### config.mk
export PLATFORM = sky130hd
export DESIGN_NAME = multicycle_controller
export DESIGN_NICKNAME = d
export VERILOG_FILES = /design/src/rtl/multicycle_controller.sv
export SDC_FILE = /design/constraint.sdc
export NUM_CORES = 1
export LEC_CHECK = 0
export CORE_ASPECT_RATIO = 0.9
export CORE_MARGIN = 1
export CORE_UTILIZATION = 43
export DETAILED_ROUTE_END_ITERATION = 6
export PLACE_DENSITY = 0.81
export SYNTH_ARGS = -nofsm -noshare
export SYNTH_HDL_FRONTEND = slang
export SYNTH_SLANG_ARGS = --single-unit
### constraint.sdc
create_clock -name clk -period 1.9 [get_ports clk]
set_input_delay 0.285 -clock clk [delete_from_list [all_inputs] [get_ports clk]]
set_output_delay 0.285 -clock clk [all_outputs]
set_load 0.1 [all_outputs]
### src/rtl/multicycle_controller.sv
// multicycle_controller: Moore control FSM and ALU decoder for a multicycle RV32I datapath; ILLEGAL_TRAP_EN builds a sticky TRAP state for illegal instructions.
module multicycle_controller #(
  parameter int STATE_W = 4
) (
  input  logic               clk,
  input  logic               reset,
  input  logic [6:0]         op,
  input  logic [2:0]         funct3,
  input  logic               funct7b5,
  input  logic               zero,
  input  logic               mem_ready,
  output logic               pc_write,
  output logic               adr_src,
  output logic               mem_write,
  output logic               ir_write,
  output logic               reg_write,
  output logic [1:0]         result_src,
  output logic [1:0]         alu_src_a,
  output logic [1:0]         alu_src_b,
  output logic [2:0]         imm_src,
  output logic [4:0]         alu_control,
  output logic               illegal,
  output logic [STATE_W-1:0] state
);
  typedef enum logic [STATE_W-1:0] {
    FETCH = 0, DECODE = 1, MEMADR = 2, MEMREAD = 3, MEMWB = 4, MEMWRITE = 5, EXECUTER = 6,
    EXECUTEI = 7, ALUWB = 8, BRANCH = 9, JAL = 10, LUI = 11, TRAP = 12
  } state_t;
  state_t cur, nxt;
  logic pcw, irw, mw, rw;
  logic br_ok, taken;
  function automatic logic [4:0] alu_dec(input logic [2:0] f3, input logic f7, input logic r_type);
    case (f3)
      3'd0: alu_dec = (r_type && f7) ? 5'd1 : 5'd0;
      3'd1: alu_dec = 5'd7;
      3'd2: alu_dec = 5'd2;
      3'd3: alu_dec = 5'd3;
      3'd4: alu_dec = 5'd4;
      3'd5: alu_dec = f7 ? 5'd9 : 5'd8;
      3'd6: alu_dec = 5'd5;
      default: alu_dec = 5'd6;
    endcase
  endfunction
  always_ff @(posedge clk or posedge reset)
    if (reset) cur <= FETCH;
    else cur <= nxt;
  // beq/bne use SUB, blt/bge SLT, bltu/bgeu SLTU; funct3[0]^funct3[2] selects the sense of zero
  assign br_ok = funct3[2] | ~funct3[1];
  assign taken = br_ok & (zero ^ funct3[0] ^ funct3[2]);
  always_comb begin
    nxt = cur;
    pcw = 1'b0;
    irw = 1'b0;
    mw = 1'b0;
    rw = 1'b0;
    adr_src = 1'b0;
    result_src = 2'd0;
    alu_src_a = 2'd0;
    alu_src_b = 2'd0;
    imm_src = 3'd0;
    alu_control = 5'd0;
    illegal = 1'b0;
    case (cur)
      FETCH: begin
        alu_src_b = 2'd2;
        result_src = 2'd2;
        irw = mem_ready;
        pcw = mem_ready;
        nxt = mem_ready ? DECODE : FETCH;
      end
      DECODE: begin
        alu_src_a = 2'd1;
        alu_src_b = 2'd1;
        imm_src = (op == 7'b1101111) ? 3'd3 : 3'd2;
        case (op)
          7'b0000011, 7'b0100011: nxt = MEMADR;
          7'b0110011: nxt = EXECUTER;
          7'b0010011: nxt = EXECUTEI;
          7'b1100011: nxt = BRANCH;
          7'b1101111: nxt = JAL;
          7'b0110111: nxt = LUI;
          default: begin
            illegal = 1'b1;
`ifdef ILLEGAL_TRAP_EN
            nxt = TRAP;
`else
            nxt = FETCH;
`endif
          end
        endcase
      end
      MEMADR: begin
        alu_src_a = 2'd2;
        alu_src_b = 2'd1;
        imm_src = {2'b00, op[5]};
        nxt = op[5] ? MEMWRITE : MEMREAD;
      end
      MEMREAD: begin
        adr_src = 1'b1;
        nxt = mem_ready ? MEMWB : MEMREAD;
      end
      MEMWB: begin
        result_src = 2'd1;
        rw = 1'b1;
        nxt = FETCH;
      end
      MEMWRITE: begin
        adr_src = 1'b1;
        mw = 1'b1;
        nxt = mem_ready ? FETCH : MEMWRITE;
      end
      EXECUTER: begin
        alu_src_a = 2'd2;
        alu_control = alu_dec(funct3, funct7b5, 1'b1);
        nxt = ALUWB;
      end
      EXECUTEI: begin
        alu_src_a = 2'd2;
        alu_src_b = 2'd1;
        alu_control = alu_dec(funct3, funct7b5, 1'b0);
        nxt = ALUWB;
      end
      ALUWB: begin
        rw = 1'b1;
        nxt = FETCH;
      end
      BRANCH: begin
        alu_src_a = 2'd2;
        alu_control = !br_ok ? 5'd0 : !funct3[2] ? 5'd1 : funct3[1] ? 5'd3 : 5'd2;
        pcw = taken;
        illegal = ~br_ok;
`ifdef ILLEGAL_TRAP_EN
        nxt = br_ok ? FETCH : TRAP;
`else
        nxt = FETCH;
`endif
      end
      JAL: begin
        alu_src_a = 2'd1;
        alu_src_b = 2'd2;
        pcw = 1'b1;
        nxt = ALUWB;
      end
      LUI: begin
        alu_src_a = 2'd3;
        alu_src_b = 2'd1;
        imm_src = 3'd4;
        nxt = ALUWB;
      end
`ifdef ILLEGAL_TRAP_EN
      TRAP: begin
        illegal = 1'b1;
        nxt = TRAP;
      end
`endif
      default: nxt = FETCH;
    endcase
  end
  // enables are masked combinationally so an asserted reset suppresses any update at once
  assign pc_write = pcw & ~reset;
  assign ir_write = irw & ~reset;
  assign mem_write = mw & ~reset;
  assign reg_write = rw & ~reset;
  assign state = cur;
endmodule

==> results of run 1 <==
[stage by stage]
step                    hold WS, ps  TNS [ps]  std cells  setup slack (ps)  cell area, sq um
after floorplan                66.4     -2780        107              -428              1060
after global placement          659      -143        178              -112              1750
[cells in the mapped netlist (all sizes together), types with 3 or more instances]
master,n
a21oi,5
and3b,4
and4bb,3
buf,10
dfrtp,4
inv,5
nand2,6
nand2b,5
nand3,3
nor2,4
nor2b,7
nor3,4
nor3b,5
nor4,3
o21ai,5
xnor2,5
[kinds of logic after synthesis]
logic type / Yosys count / share of synthesized area [%]
AND/OR/NAND/NOR: 55 / 45.8
AO/OA/AOI/OAI: 23 / 20.5
buffers and inverters: 15 / 9.61
XOR/XNOR: 5 / 5.51
flip-flops: 4 / 12.6
adder cells (fa/ha/maj): 2 / 2.83
multiplexers: 2 / 2.68
other: 1 / 0.472
==> summary by stage, run 1 <==
Synth
The synthesized design contains 0 enable-type register cells. The total standard cell area after synthesis is 795 sq um. The share of the Yosys chip area taken by registers is 12.6%. The number of synthesized register bits is 4. The number of cells produced by synthesis is 107. The count of yosys warnings during synthesis is 0. Synthesis instantiated 42 different standard cells from the library. The top cell type by area accounts for 12.6% of the synthesized area. The synthesized netlist net count is 123.

The most used flip-flop cell after synthesis is sky130_fd_sc_hd__dfrtp_1. For this run, asynchronously set or reset flops after synthesis account for 100%. The top cell type by total area after synthesis is sky130_fd_sc_hd__dfrtp_1.

By area the synthesized netlist is led by sky130_fd_sc_hd__dfrtp_1, sky130_fd_sc_hd__nor2b_1, sky130_fd_sc_hd__xnor2_1, sky130_fd_sc_hd__nor3b_1, sky130_fd_sc_hd__buf_2. The mean cell area of the mapped netlist is 7.43 sq um.

Outcome
The flow did not finish. The last stage reached is 3_5_place_dp. The tool reported: "[ERROR DPL-0038] Utilization greater than 100%, impossible to legalize".

Floorplanning
In this run the count of I/O pins placed on the die edge is 39. Row generation in the floorplan step produced 14 rows. The initial utilization of the core area, before any placement, comes to 46.8%. From bottom edge to top edge, the die measures 42.8 um. Measured along the x axis, the die boundary spans 47.3 um.

Placed design
The count of input and output buffers is 37. The weighted congestion reported at the end of routability-driven placement is 0.824.
==> run 2, diff against run 1 <==
==> config.mk (replaced) <==
export PLATFORM = sky130hd
export DESIGN_NAME = multicycle_controller
export DESIGN_NICKNAME = d
export VERILOG_FILES = /design/src/rtl/multicycle_controller.sv
export SDC_FILE = /design/constraint.sdc
export NUM_CORES = 1
export LEC_CHECK = 0
export CORE_AREA = 2 2 63 65
export DETAILED_ROUTE_END_ITERATION = 6
export DIE_AREA = 0 0 65 67
export PLACE_DENSITY_LB_ADDON = 0.15
export SYNTH_ARGS = -nofsm -noshare
export SYNTH_HDL_FRONTEND = slang
export SYNTH_SLANG_ARGS = --single-unit
==> summary by stage, run 2 <==
Synth
The synthesized netlist net count is 123 (unchanged). The most used flip-flop cell after synthesis is sky130_fd_sc_hd__dfrtp_1. The async set-reset flop share out of synthesis is 100% (unchanged). sky130_fd_sc_hd__dfrtp_1 takes more of the synthesized area than any other cell. The count of yosys warnings during synthesis is 0 (unchanged).

The portion of synthesized cell area occupied by the leading cell type was 12.6% (unchanged). The mean cell area of the mapped netlist is 7.43 sq um (unchanged). The post-synthesis cell type count is 42 (unchanged). The post-synthesis sequential area ratio was 12.6% (unchanged). In the synthesized netlist, the cells that appear most often are sky130_fd_sc_hd__buf_2, sky130_fd_sc_hd__nor2b_1, sky130_fd_sc_hd__nand2_1. The total standard cell area after synthesis is 795 sq um (unchanged). In the post-synthesis netlist, the biggest area contributors are sky130_fd_sc_hd__dfrtp_1, sky130_fd_sc_hd__nor2b_1, sky130_fd_sc_hd__xnor2_1, sky130_fd_sc_hd__nor3b_1, sky130_fd_sc_hd__buf_2. The count of flip-flops with a built-in enable after synthesis is 0 (unchanged). The number of synthesized register bits is 4 (unchanged).

The number of cells produced by synthesis is 107 (unchanged).

Pwr
For this design the static power due to leakage is 0.801 nW. The part of the power in combinational logic is 67.3%. In this run, flip-flops and latches consume 11.6% of the power. The power share of the clock group is 21.1%. The worst ir drop on vdd is 0.000281 V. The internal portion of total power is 0.000458 W. Net switching is 47.0% of the power. The total net switching power is 0.000406 W. For this design the ratio of total power to cell area is 438 nW/um^2.

Layout
The count of cells in the finished layout, fillers not included, comes to 214. In the final layout, the share of cells above drive strength 1 is 60.8%. 0 antenna diodes ended up in the layout.

Cells fill 54.7% of the core in the end. Relative to the synthesized area, the layout overhead comes to 148%. The number of flip-flops in the largest register is 4. The library cell used most frequently in the layout, excluding fill and tap cells, is sky130_fd_sc_hd__buf_4. The area of all placed cells without fillers is 1970 sq um. The number of nets in the finished design is 184. In the layout the commonest cells are sky130_fd_sc_hd__buf_4, sky130_fd_sc_hd__buf_12, sky130_fd_sc_hd__dlygate4sd2_1, sky130_fd_sc_hd__clkdlybuf4s50_1.

STA
Across the routed clock network, the largest skew measured is 6.93 ps. The number of pins exceeding their max-slew limit in the final report was 0. Setup violations remaining at the end of the flow were counted as 1. Setup slack on the critical path of the routed design comes to -6.50 ps. The minimum period implied by the final worst setup slack is 1910 ps.

Setup repair after global routing could not meet its margin everywhere. The number of endpoints with negative hold slack in the final report is 0. The highest clock frequency the design can meet is 0.525 GHz. On the final layout, the worst hold slack is 603 ps. In the final timing run, aggregate negative setup slack is -6.50 ps. In the finished design, the share of the clock period the worst path needs comes to 100%.

Critical path
The slowest stage of the critical path is the sky130_fd_sc_hd__dfrtp_4 cell. The critical path is of the flip-flop to output pin type. STA classifies the critical path startpoint as a flip-flop. The startpoint of the lowest-slack register-to-register path is state[1]$_DFF_PP0_.

In this design, the stage delay of the slowest critical-path cell is 530 ps. Along the worst path, the maximum fanout reaches 10. The worst register-to-register path has a depth of 4. The sum of buffers and inverters on the critical path is 1. Data on the critical path arrives at its endpoint at 1620 ps. Among cell families on the critical path, the largest total delay comes from flip-flops. For flop-to-flop paths, the worst setup slack is 420 ps.

STA classifies the critical path endpoint as an output pin. In this run the critical register-to-register path is captured at state[0]$_DFF_PP0_. The critical path goes through and4bb_1 > and2b_1 > a32o_4 > buf_12. The required time at the worst-slack endpoint is 1620 ps.

Floorplanning
The die covers 4360 sq um. The effective utilization at floorplan is 22.0% (-25 points). The number of rows created at floorplan is 22 (+8). The area of the core region is 3610 sq um. The horizontal die dimension is 65 um (+37%). The chip height is 67 um (+57%). The number of I/O pins is 39 (unchanged).

Placed design
The HPWL after detailed placement is 2290 um. The number of placed instances, taps included, is 203. The weighted congestion reported at the end of routability-driven placement is 0.761 (-7.6%). The count of input and output buffers was 37 (unchanged). Once placement finished, the instance area stood at 1780 sq um.

Global route
The number of antenna violations at the first check in global routing is 0. The via count of the first global-routing pass is 1014. The first global-routing pass estimated 4690 um of wire. The largest net degree at the start of global routing is 14. The total overflow left after global routing is 0. The overall track demand over capacity in global routing is 13.6%.

Detailed routing
In the routed layout, each cell is associated on average with a via count of 4.90. The average wire per standard cell is 13.6 um. The violation count after the first detailed-route iteration is 35. The total iterations of the first detailed-routing run is 4. For this block, the via count after detailed routing is 1049. The post-route antenna net violation count is 0. In the routed design, unresolved DRC markers number 0. The final wirelength is 2920 um.

CTS
The clock tree from TritonCTS is done. Clock-pin slew was measured on the worst setup and hold paths at 40 ps. The clock sink total is 4. CTS built an H-tree with a depth of 1. The number of buffers added by the clock tree synthesis step is 3. The largest buffer count on any clock path is 2. The cell chosen for the clock root is sky130_fd_sc_hd__clkbuf_8. The clock latency at the later pin of the worst-skew pair is 220 ps.

Outcome
The final reports fail on negative setup slack. The flow ran to the end, but the final reports show violations.

Worst hold path
In this run the most critical hold path is launched from op[1]. The cell depth of the worst min-delay path is 4. The type of the tightest min-delay check is primary input to flip-flop. The end point of the most critical hold path is state[1]$_DFF_PP0_.

Job
Max-cap violations in this run came to 0.
==> run 2: cell counts after synthesis <==
Identical to the previous run, type by type.
==> run 2: power groups by stage <==
stage / clock network, W / logic, W / registers (W)
finish: 0.000183 / 0.000582 / 0.000100
global route: 0.000190 / 0.000606 / 0.000100
CTS: 0.000184 / 0.000568 / 0.000102
detailed placement: 0 / 0.000559 / 0.000105
global placement: 0 / 0.000553 / 0.000104
floorplan: 0 / 0.000342 / 0.000124
==> run 2: repair_timing <==
action | CTS | global route
endpoints found under the setup margin | 7 | 8
endpoints found under the hold margin | 0 | 0
pin swaps | 4 | 6
setup buffers | 4 | 4
hold buffers | 0 | 0
gates resized for setup | 17 | 13
==> run 2: cell families after synthesis <==
family                     after synthesis  synth area share, %
AOI/OAI and AO/OA                       23                 20.5
muxes                                    2                 2.68
and+or+nand+nor                         55                 45.8
buffers and inverters                   15                 9.61
xor gates and xnor gates                 5                 5.51
DFF                                      4                 12.6
other                                    1                0.472
adders and majority gates                2                 2.83
==> run 2: worst max path at each step <==
| stage | cells after the start | end | from |
|---|---|---|---|
| floorplan | 3 | alu_src_b[1] | state[0]$_DFF_PP0_ |
| global placement | 5 | illegal | op[4] |
| detailed placement | 5 | illegal | op[4] |
| CTS | 4 | pc_write | state[2]$_DFF_PP0_ |
| global route | 5 | pc_write | state[3]$_DFF_PP0_ |
| finish | 4 | pc_write | state[2]$_DFF_PP0_ |
==> run 2: routing by layer <==
layer / global-route usage [%] / vias to the layer above / share of wire [%]
li1: - / 514 / -
met1: 16.3 / 501 / 40
met2: 25.4 / 34 / 54
met3: 2.20 / 0 / 6.2
met4: 2.39 / 0 / 0
met5: 0 / - / 0
==> run 2: worst min-delay path: cells and delay by family <==
| family | cells | cell delay (ps) |
|---|---|---|
| simple gates | 1 | 180 |
| compound gates | 2 | 150 |
| buf+inv | 1 | 150 |
==> run 2: through the flow <==
step                setup WS, ps  power (W)
detailed placement          -171   0.000663
finish                     -6.50   0.000864
CTS                        -29.6   0.000855
global route               -56.7   0.000896
floorplan                   -428   0.000466
global placement            -124   0.000657
==> run 2: layout make-up <==
| cell class | instances | area, sq um |
|---|---|---|
| clock buffers | 3 | 41.3 |
| fillers | 322 | 1630 |
| inverters | 5 | 22.5 |
| multi-input cells | 88 | 895 |
| flip-flops and latches | 4 | 115 |
| well taps | 48 | 60.1 |
| repair buffers | 66 | 840 |
(Power assumes the default switching activity.)
